[config.mk]
export PLATFORM = sky130hd
export DESIGN_NAME = rx_bit_timer
export DESIGN_NICKNAME = d
export VERILOG_FILES = /design/src/rtl/rx_bit_timer.sv
export SDC_FILE = /design/constraint.sdc
export NUM_CORES = 1
export LEC_CHECK = 0
export CAP_MARGIN = 20
export CORE_AREA = 10 10 47 49
export DETAILED_ROUTE_END_ITERATION = 8
export DIE_AREA = 0 0 57 59
export PLACE_DENSITY = 0.6
export SLEW_MARGIN = 15
export SYNTH_ARGS = -nofsm -noshare
export SYNTH_HDL_FRONTEND = slang
export SYNTH_SLANG_ARGS = --single-unit
[constraint.sdc]
create_clock -name clk -period 1.6 [get_ports clk]
set_input_delay 0.16 -clock clk [delete_from_list [all_inputs] [get_ports clk]]
set_output_delay 0.16 -clock clk [all_outputs]
set_load 0.05 [all_outputs]
[src/rtl/rx_bit_timer.sv]
// rx_bit_timer: USB RX bit-period timer; aligns to a D+ edge, then strobes the shift register once per bit.
// Optional RX_TIMER_RESYNC_EN: a d_edge while running re-centres the sample point.
module rx_bit_timer #(
  parameter int CLKS_PER_BIT  = 8,
  parameter int SAMPLE_PHASE  = 3,
  parameter int BITS_PER_BYTE = 8
) (
  input  logic       clk,
  input  logic       rst,
  input  logic       enable_timer,
  input  logic       d_edge,
  output logic       shift_enable,
  output logic       byte_received,
  output logic [3:0] bit_count,
  output logic       aligned
);
  localparam int CW = $clog2(CLKS_PER_BIT);
  localparam logic [1:0] IDLE = 2'd0, ALIGN = 2'd1, RUN = 2'd2;
  localparam logic [CW-1:0] LAST_CNT = CW'(CLKS_PER_BIT - 1);
  localparam logic [CW-1:0] SAMPLE_CNT = CW'(SAMPLE_PHASE);
  localparam logic [3:0] LAST_BIT = 4'(BITS_PER_BYTE - 1);

  logic [1:0] state_q, state_d;
  logic [CW-1:0] clk_cnt_q, clk_cnt_d;
  logic [3:0] bit_count_q, bit_count_d;
  logic run, resync;

  assign run = state_q == RUN;
  assign shift_enable = run && enable_timer && clk_cnt_q == SAMPLE_CNT;
  assign byte_received = shift_enable && bit_count_q == LAST_BIT;
  assign bit_count = bit_count_q;
  assign aligned = run;

`ifdef RX_TIMER_RESYNC_EN
  assign resync = d_edge;
`else
  assign resync = 1'b0;
`endif

  // Dropping enable_timer wins over everything, including a coincident d_edge.
  always_comb begin
    state_d = !enable_timer ? IDLE :
              state_q == IDLE ? ALIGN :
              state_q == ALIGN ? (d_edge ? RUN : ALIGN) :
              state_q == RUN ? RUN : IDLE;
    clk_cnt_d = (!run || !enable_timer || resync || clk_cnt_q == LAST_CNT) ? '0 : clk_cnt_q + 1'b1;
    bit_count_d = (!run || !enable_timer) ? '0 :
                  !shift_enable ? bit_count_q :
                  bit_count_q == LAST_BIT ? '0 : bit_count_q + 1'b1;
  end

  always_ff @(posedge clk or posedge rst) begin
    if (rst) begin
      state_q <= IDLE;
      clk_cnt_q <= '0;
      bit_count_q <= '0;
    end else begin
      state_q <= state_d;
      clk_cnt_q <= clk_cnt_d;
      bit_count_q <= bit_count_d;
    end
  end
endmodule

==> results.toml, run 1 <==
[run_status]
outcome = "completed"

[finish]
diodes = 0
layout-drive-gt1-share = 0.407
layout.nets = 68
synthToLayoutAreaGrowth_pct = 57.4
mostFrequentLayoutCells = "dfrtp_1, buf_4, nand2_1"
layout.cells.non_filler = 75

[global_routing]
grt_first_pass_wirelength_mm = 1.51
first_global_vias = 340
grt_start_max_net_pins = 10
grt.overflow.total = 0
antenna_found_initial = 0
grtUsageTotal = 0.0569

[power]
p_leak_nw = 0.311
powerDensity_nw_per_um2 = 657
peakVddDrop_mv = 0.368

[timing]
relSlewSlack = 0.769
setup-violations-final = 0
tns_ns = 0
timing.fmax_ghz = 0.655
rsz0062_at_grt = "yes"
hold_slack_ns = 0.160
hold_viol_final = 0
worst_pin_slew_ns = 0.346
period_minus_slack_ns = 1.53
timing.final.ws_setup_ns = 0.0724
drv_slew = 0
skew_ns = 0.00305
min_period_over_period = 0.955

[logic_synthesis]
yosys_warnings = 0
syn-cell-area_um2 = 429
syn_nets = 48
ys_seq_area_frac = 0.525
synth.ff_latch_count = 9
netlist-cell-type-count = 18
synth_area_per_cell_um2 = 10.7
syn_inst = 40

[min_path]
worst_hold_path_type = "in -> async"

[critical_path]
critPathBufInv = 1
critical-path-slowest-cell = "dfrtp_1"
crit_arrival_ns = 1.37
critPathKind = "reg -> out"
critPathTopFamily = "flip-flops"
critPathMaxStageDelay_ns = 0.38
worstPathMaxFanout = 4
cp-start-kind = "flop"
cp_cell_sequence = "ha_2 -> nand3b_1 -> nor3_4 -> buf_12"
worst-endpoint-required_ns = 1.44
worstSetupEndpointType = "primary output"

[floorplan]
fp.dieW_um = 57
core_um2 = 1400
fp.dieH_um = 59
num_rows = 14
initial_core_util = 0.306
dieArea_um2 = 3360
ios = 11

[routing]
ant_nets = 0
drt_iter0_drc = 0
viasPerCell = 4.55
wl_per_cell_um = 11.8
drc = 0
vias = 341
first_pass_iters = 1
wl_um = 882

[cts]
htreeDepth = 1
cts_buffers = 3
cts_tree = "built"
cts_sinks = 9
clk_latency_ns = 0.26
cts_buffer_depth = 2
path_clk_slew_ns = 0.06
cts_root_buf = "clkbuf_4"

[place]
dp_slack_ns = 0.164
dp_cells = 67
place_congestion = 0.665
hpwl_um = 692
portBuffers = 10

[job]
drv_cap = 0
-- where the power goes --
part / internal (mW) / switching, mW / leakage, nW
Combinational: 0.0181 / 0.0183 / 0.173
Sequential: 0.232 / 0.00276 / 0.124
Clock: 0.0959 / 0.0763 / 0.0150
-- cells by family after synthesis --
logic type / count (synthesis) / synth area share
AO/OA/AOI/OAI: 3 / 0.0496
adder cells (fa/ha/maj): 4 / 0.117
flip-flops: 9 / 0.525
buffers and inverters: 3 / 0.0262
AND/OR/NAND/NOR: 19 / 0.239
XOR/XNOR: 1 / 0.0204
multiplexers: 1 / 0.0233
-- state kept, by name, summed over array words and instances, names as in the netlist --
| signal | cells |
|---|---|
| bit_count | 4 |
| clk_cnt_q | 3 |
| state_q | 2 |
-- metrics by stage --
step / util / cell area (µm²) / power (mW)
2_1_floorplan: - / 443 / 0.256
3_3_place_gp: 0.421 / 591 / 0.275
3_5_place_dp: 0.421 / 591 / 0.275
4_1_cts: 0.457 / 641 / 0.456
5_1_grt: 0.482 / 676 / 0.469
6_report: 0.482 / 676 / 0.444
-- final cells by class --
type / count / area [µm²]
sequential: 9 / 225
timing repair buffer: 15 / 158
tap: 16 / 20.0
multi-input combinational: 28 / 235
fill: 141 / 726
clock buffer: 4 / 26.3
inverter: 3 / 11.3
-- cells in the mapped netlist --
library cell | instances | area (µm²)
a21oi_1 | 1 | 5.00
a21oi_2 | 1 | 8.76
and2b_1 | 1 | 7.51
and3b_1 | 1 | 8.76
dfrtp_1 | 9 | 225
ha_1 | 4 | 50.1
inv_1 | 3 | 11.3
mux2i_1 | 1 | 10.0
nand2_1 | 4 | 15.0
nand2_2 | 1 | 6.26
nand3b_1 | 2 | 15.0
nand4_1 | 1 | 6.26
nor2_1 | 4 | 15.0
nor3_1 | 3 | 15.0
nor3b_1 | 1 | 7.51
o21a_1 | 1 | 7.51
or3_1 | 1 | 6.26
xor2_1 | 1 | 8.76
-- what timing repair did --
| action | in CTS | in global routing |
|---|---|---|
| setup buffers | 1 | 3 |
| endpoints found under the hold margin | 0 | 0 |
| gates resized for setup | 4 | 3 |
| gates cloned | 0 | 0 |
| hold buffers | 0 | 0 |
| pin swaps | 1 | 3 |
| endpoints found under the setup margin | 2 | 2 |
-- layer usage --
metal	track usage	up-vias	wire length (µm)
met5	0	-	0
met1	0.0675	153	418
met2	0.0744	12	372
li1	-	176	-
met4	0.0302	0	0
met3	0.0386	0	91
-- final timing paths --
| path | startpoint | slack [ns] | cells past startpoint | endpoint |
|---|---|---|---|---|
| max in group asynchronous | rst | 1.18 | 2 | bit_count[2]$_DFFE_PP0P_ |
| min | rst | 0.16 | 2 | bit_count[1]$_DFFE_PP0P_ |
| max | bit_count[1]$_DFFE_PP0P_ | 0.07 | 4 | byte_received |
| max reg2reg | clk_cnt_q[1]$_DFF_PP0_ | 0.19 | 6 | bit_count[3]$_DFFE_PP0P_ |
| min in group clk | clk_cnt_q[0]$_DFF_PP0_ | 0.49 | 1 | clk_cnt_q[0]$_DFF_PP0_ |
| min reg2reg | clk_cnt_q[0]$_DFF_PP0_ | 0.49 | 1 | clk_cnt_q[0]$_DFF_PP0_ |
Note: power is estimated with default switching activity, not from simulation.
==> run 2, diff against run 1 <==
--- a/config.mk
+++ b/config.mk
@@ -6,10 +6,10 @@
 export NUM_CORES = 1
 export LEC_CHECK = 0
 export CAP_MARGIN = 20
-export CORE_AREA = 10 10 47 49
+export CORE_MARGIN = 10
+export CORE_UTILIZATION = 29
 export DETAILED_ROUTE_END_ITERATION = 8
-export DIE_AREA = 0 0 57 59
-export PLACE_DENSITY = 0.6
+export PLACE_DENSITY = 0.55
 export SLEW_MARGIN = 15
 export SYNTH_ARGS = -nofsm -noshare
 export SYNTH_HDL_FRONTEND = slang
==> results.toml, run 2 (synthesized netlist as in run 1, its figures left out) <==
[routing]
wl_um = 907
viasPerCell = 4.69
first_pass_iters = 1
ant_nets = 0
vias = 333
drt_iter0_drc = 0
wl_per_cell_um = 12.8
drc = 0

[timing]
timing.final.ws_setup_ns = 0.0605
timing.fmax_ghz = 0.650
period_minus_slack_ns = 1.54
drv_slew = 0
min_period_over_period = 0.962
hold_slack_ns = 0.156
setup-violations-final = 0
worst_pin_slew_ns = 0.342
hold_viol_final = 0
skew_ns = 0.00525
rsz0062_at_grt = "no"
relSlewSlack = 0.772

[finish]
layout.nets = 65
largest_register_ff_count = 4
layout_commonest_cell = "dfrtp_1"
post-route-cell-area_um2 = 649
synthToLayoutAreaGrowth_pct = 51.3
fillers = 129
layout-drive-gt1-share = 0.357
diodes = 0
mostFrequentLayoutCells = "dfrtp_1, buf_4, nand2_1"

[job]
drv_cap = 0

[power]
power_frac_clock = 0.383
combPwrFrac = 0.086
p_leak_nw = 0.299
p_sw_frac = 0.214
powerDensity_nw_per_um2 = 681
power_frac_seq = 0.531
p_total_mw = 0.443
internal-power_mw = 0.348
switchingPower_mw = 0.0948
peakVddDrop_mv = 0.500

[critical_path]
cp_cell_sequence = "ha_4 -> ha_4 -> inv_2 -> nor3_4 -> buf_12"
critPathTopFamily = "flip-flops"
worst-endpoint-required_ns = 1.44
cp_common_cell = "ha_4"
critPathKind = "reg -> out"
cp-start-kind = "flop"
worstPathMaxFanout = 5
crit_arrival_ns = 1.38
worstSetupEndpointType = "primary output"
critPathBufInv = 2
critPathMaxStageDelay_ns = 0.39
critical-path-slowest-cell = "dfrtp_1"

[min_path]
worst_hold_path_type = "in -> async"

[floorplan]
fp.dieW_um = 58.5
initial_core_util = 0.318
num_rows = 13
ios = 11
core_um2 = 1350
fp.dieH_um = 58.5
dieArea_um2 = 3420

[cts]
clk_latency_ns = 0.26
path_clk_slew_ns = 0.06
cts_tree = "built"
cts_sinks = 9
cts_root_buf = "clkbuf_4"
postCtsHoldBufs = 0
cts_buffer_depth = 2
cts_buffers = 3
htreeDepth = 1

[global_routing]
antenna_found_initial = 0
first_global_vias = 336
grt_first_pass_wirelength_mm = 1.44
grt_start_max_net_pins = 10
grt.overflow.total = 0
grtUsageTotal = 0.0547

[place]
dp_slack_ns = 0.110
place_congestion = 0.688
hpwl_um = 681
post_dp_cell_area_um2 = 589
portBuffers = 10

[run_status]
outcome = "completed"
run 2: metal layers:
metal	GRT usage	wire length, µm
met1	0.0551	382
met2	0.0804	423
met3	0.0472	100
met4	0.0201	0
met5	0	0
run 2: worst paths after layout:
check                      depth (start not counted)              startpoint                        to  slack (ns)
max in group asynchronous                          2                     rst      state_q[1]$_DFF_PP0_        1.19
min                                                2                     rst  bit_count[3]$_DFFE_PP0P_        0.16
min in group clk                                   1  clk_cnt_q[0]$_DFF_PP0_    clk_cnt_q[0]$_DFF_PP0_        0.49
min reg2reg                                        1  clk_cnt_q[0]$_DFF_PP0_    clk_cnt_q[0]$_DFF_PP0_        0.49
max                                                5  clk_cnt_q[1]$_DFF_PP0_             byte_received        0.06
max reg2reg                                        5  clk_cnt_q[1]$_DFF_PP0_  bit_count[3]$_DFFE_PP0P_        0.26
run 2: what timing repair did:
action,4_1_cts,5_1_grt
setup buffers,0,1
hold endpoints to repair,0,0
pin swaps,1,2
endpoints found under the setup margin,2,1
resized for setup,3,3
run 2: final cells by class:
type	instances	area, µm²	share of cell area
Clock buffer	4	26.3	0.0405
Inverter	3	11.3	0.0173
Multi-Input combinational cell	28	233	0.358
Sequential cell	9	225	0.347
Tap cell	15	18.8	0.0289
Timing Repair Buffer	12	135	0.208
run 2: worst register-to-register path, stage by stage (launching register included):
cell     delay, ns
dfrtp_1       0.39
ha_4          0.16
ha_4          0.16
nand4_1       0.11
or3_1         0.34
a21oi_2       0.12
run 2: metrics by stage:
step / instances / util / setup TNS [ns]
2_1_floorplan: 40 / - / -0.224
3_3_place_gp: 66 / 0.437 / 0
3_5_place_dp: 66 / 0.437 / 0
4_1_cts: 70 / 0.467 / 0
5_1_grt: 71 / 0.481 / 0
6_report: 71 / 0.481 / 0
run 2: power groups by stage:
stage               sequential (mW)  combinational [mW]  clock (mW)
detailed placement            0.239              0.0365           0
floorplan                     0.238              0.0180           0
finish                        0.235              0.0381       0.169
global placement              0.239              0.0365           0
CTS                           0.235              0.0367       0.177
global route                  0.236              0.0421       0.188
==> run 3, diff against run 2 <==
==> constraint.sdc (replaced) <==
create_clock -name clk -period 1.6 [get_ports clk]
set_input_delay 0.16 -clock clk [delete_from_list [all_inputs] [get_ports clk]]
set_output_delay 0.16 -clock clk [all_outputs]
set_load 0.01 [all_outputs]
==> results.toml, run 3 (synthesized netlist as in run 1, its figures left out) <==
[power]
p_leak_nw = 0.293
p_total_mw = 0.434
powerDensity_nw_per_um2 = 694
peakVddDrop_mv = 0.435

[timing]
worst_pin_slew_ns = 0.339
rsz0062_at_grt = "no"
skew_ns = 0.00256
period_minus_slack_ns = 1.47
min_period_over_period = 0.921
hold_viol_final = 0
drv_slew = 0
hold_slack_ns = 0.157
timing.fmax_ghz = 0.679
timing.final.ws_setup_ns = 0.127
tns_ns = 0
setup-violations-final = 0
relSlewSlack = 0.773

[routing]
viasPerCell = 4.58
vias = 348
first_pass_iters = 2
drt_iter0_drc = 2
wl_um = 829
drc = 0
wl_per_cell_um = 10.9
ant_nets = 0

[critical_path]
worst-endpoint-required_ns = 1.78
critical-path-slowest-cell = "dfrtp_1"
critPathBufInv = 1
critPathKind = "reg -> reg"
worstPathMaxFanout = 4
cp_cell_sequence = "ha_2 -> ha_2 -> buf_4 -> nand4_1 -> or3_1 -> a21oi_2"
critPathMaxStageDelay_ns = 0.35
critPathTopFamily = "simple AND/OR/NAND/NOR gates"
cp-start-kind = "flop"
worstSetupEndpointType = "flop"
crit_arrival_ns = 1.66
cp_common_cell = "ha_2"

[floorplan]
dieArea_um2 = 3420
fp.dieW_um = 58.5
num_rows = 13
fp.dieH_um = 58.5
ios = 11
core_um2 = 1350
initial_core_util = 0.318

[finish]
layout-drive-gt1-share = 0.295
diodes = 0
largest_register_ff_count = 4
layout.nets = 70
post-route-cell-area_um2 = 626
mostFrequentLayoutCells = "dfrtp_1, clkdlybuf4s50_1, buf_4"
fillers = 132
layout_commonest_cell = "dfrtp_1"
layout.cells.non_filler = 76
synthToLayoutAreaGrowth_pct = 45.8
final_core_util = 0.463

[cts]
clk_latency_ns = 0.26
cts_buffer_depth = 2
post_cts_buffers = 0
cts_buffers = 3
cts_sinks = 9
path_clk_slew_ns = 0.06
cts_tree = "built"
postCtsHoldBufs = 0
cts_root_buf = "clkbuf_4"
htreeDepth = 1

[global_routing]
grtUsageTotal = 0.0552
grt.overflow.total = 0
grt_first_pass_wirelength_mm = 1.47
met3_usage = 0.0365
grt_start_max_net_pins = 10
met2_usage = 0.0744
grtUsageMet1 = 0.0601
first_global_vias = 357
busiest_layer = "met2"
antenna_found_initial = 0

[place]
hpwl_um = 710
post_dp_cell_area_um2 = 601
dp_slack_ns = -0.0388
place_congestion = 0.701
dp_cells = 72
portBuffers = 10

[run_status]
outcome = "completed"

[min_path]
worst_hold_path_type = "in -> async"

[job]
drv_cap = 0
[run 3: cell count changes in the layout (fill, tap and decap cells not counted), sizes merged]
cell           before  now
clkdlybuf4s50       3    7
dlygate4sd2         0    1
clkbuf              4    5
buf                 9    8
[run 3: report_power, final]
part / switching (mW) / leakage, nW / internal [mW]
clock: 0.0728 / 0.0150 / 0.0957
sequential: 0.00253 / 0.124 / 0.232
combinational: 0.0137 / 0.155 / 0.0169
[run 3: final timing paths]
check                           cells past startpoint  slack (ns)                       end              startpoint
worst min-delay path                                2        0.16    clk_cnt_q[1]$_DFF_PP0_                     rst
max in group asynchronous                           2        1.19  bit_count[1]$_DFFE_PP0P_                     rst
worst max register to register                      6        0.13  bit_count[3]$_DFFE_PP0P_  clk_cnt_q[0]$_DFF_PP0_
worst max-delay path                                6        0.13  bit_count[3]$_DFFE_PP0P_  clk_cnt_q[0]$_DFF_PP0_
worst min register to register                      1        0.44    clk_cnt_q[0]$_DFF_PP0_  clk_cnt_q[0]$_DFF_PP0_
min in group clk                                    1        0.44    clk_cnt_q[0]$_DFF_PP0_  clk_cnt_q[0]$_DFF_PP0_
[run 3: worst register-to-register path, cell delays in order (launching register included)]
cell and delay, ns:
dfrtp_1 0.35, ha_2 0.18, ha_2 0.18, buf_4 0.13
nand4_1 0.10, or3_1 0.33, a21oi_2 0.13
[run 3: final cells by class]
class | count | area, µm² | share of cell area
sequential | 9 | 225 | 0.360
multi-input combinational | 28 | 203 | 0.324
timing repair buffer | 17 | 141 | 0.226
clock buffer | 4 | 26.3 | 0.0420
tap | 15 | 18.8 | 0.0300
inverter | 3 | 11.3 | 0.0180
[run 3: what timing repair did]
| item | CTS | global route |
|---|---|---|
| cloned | 0 | 0 |
| setup endpoints to repair | 3 | 2 |
| resized for setup | 7 | 5 |
[run 3: layer usage]
layer / share of wire / vias up / wire (µm)
li1: - / 180 / -
met1: 0.44 / 153 / 361
met2: 0.40 / 12 / 329
met3: 0.14 / 3 / 116
met4: 0.027 / 0 / 22
met5: 0 / - / 0
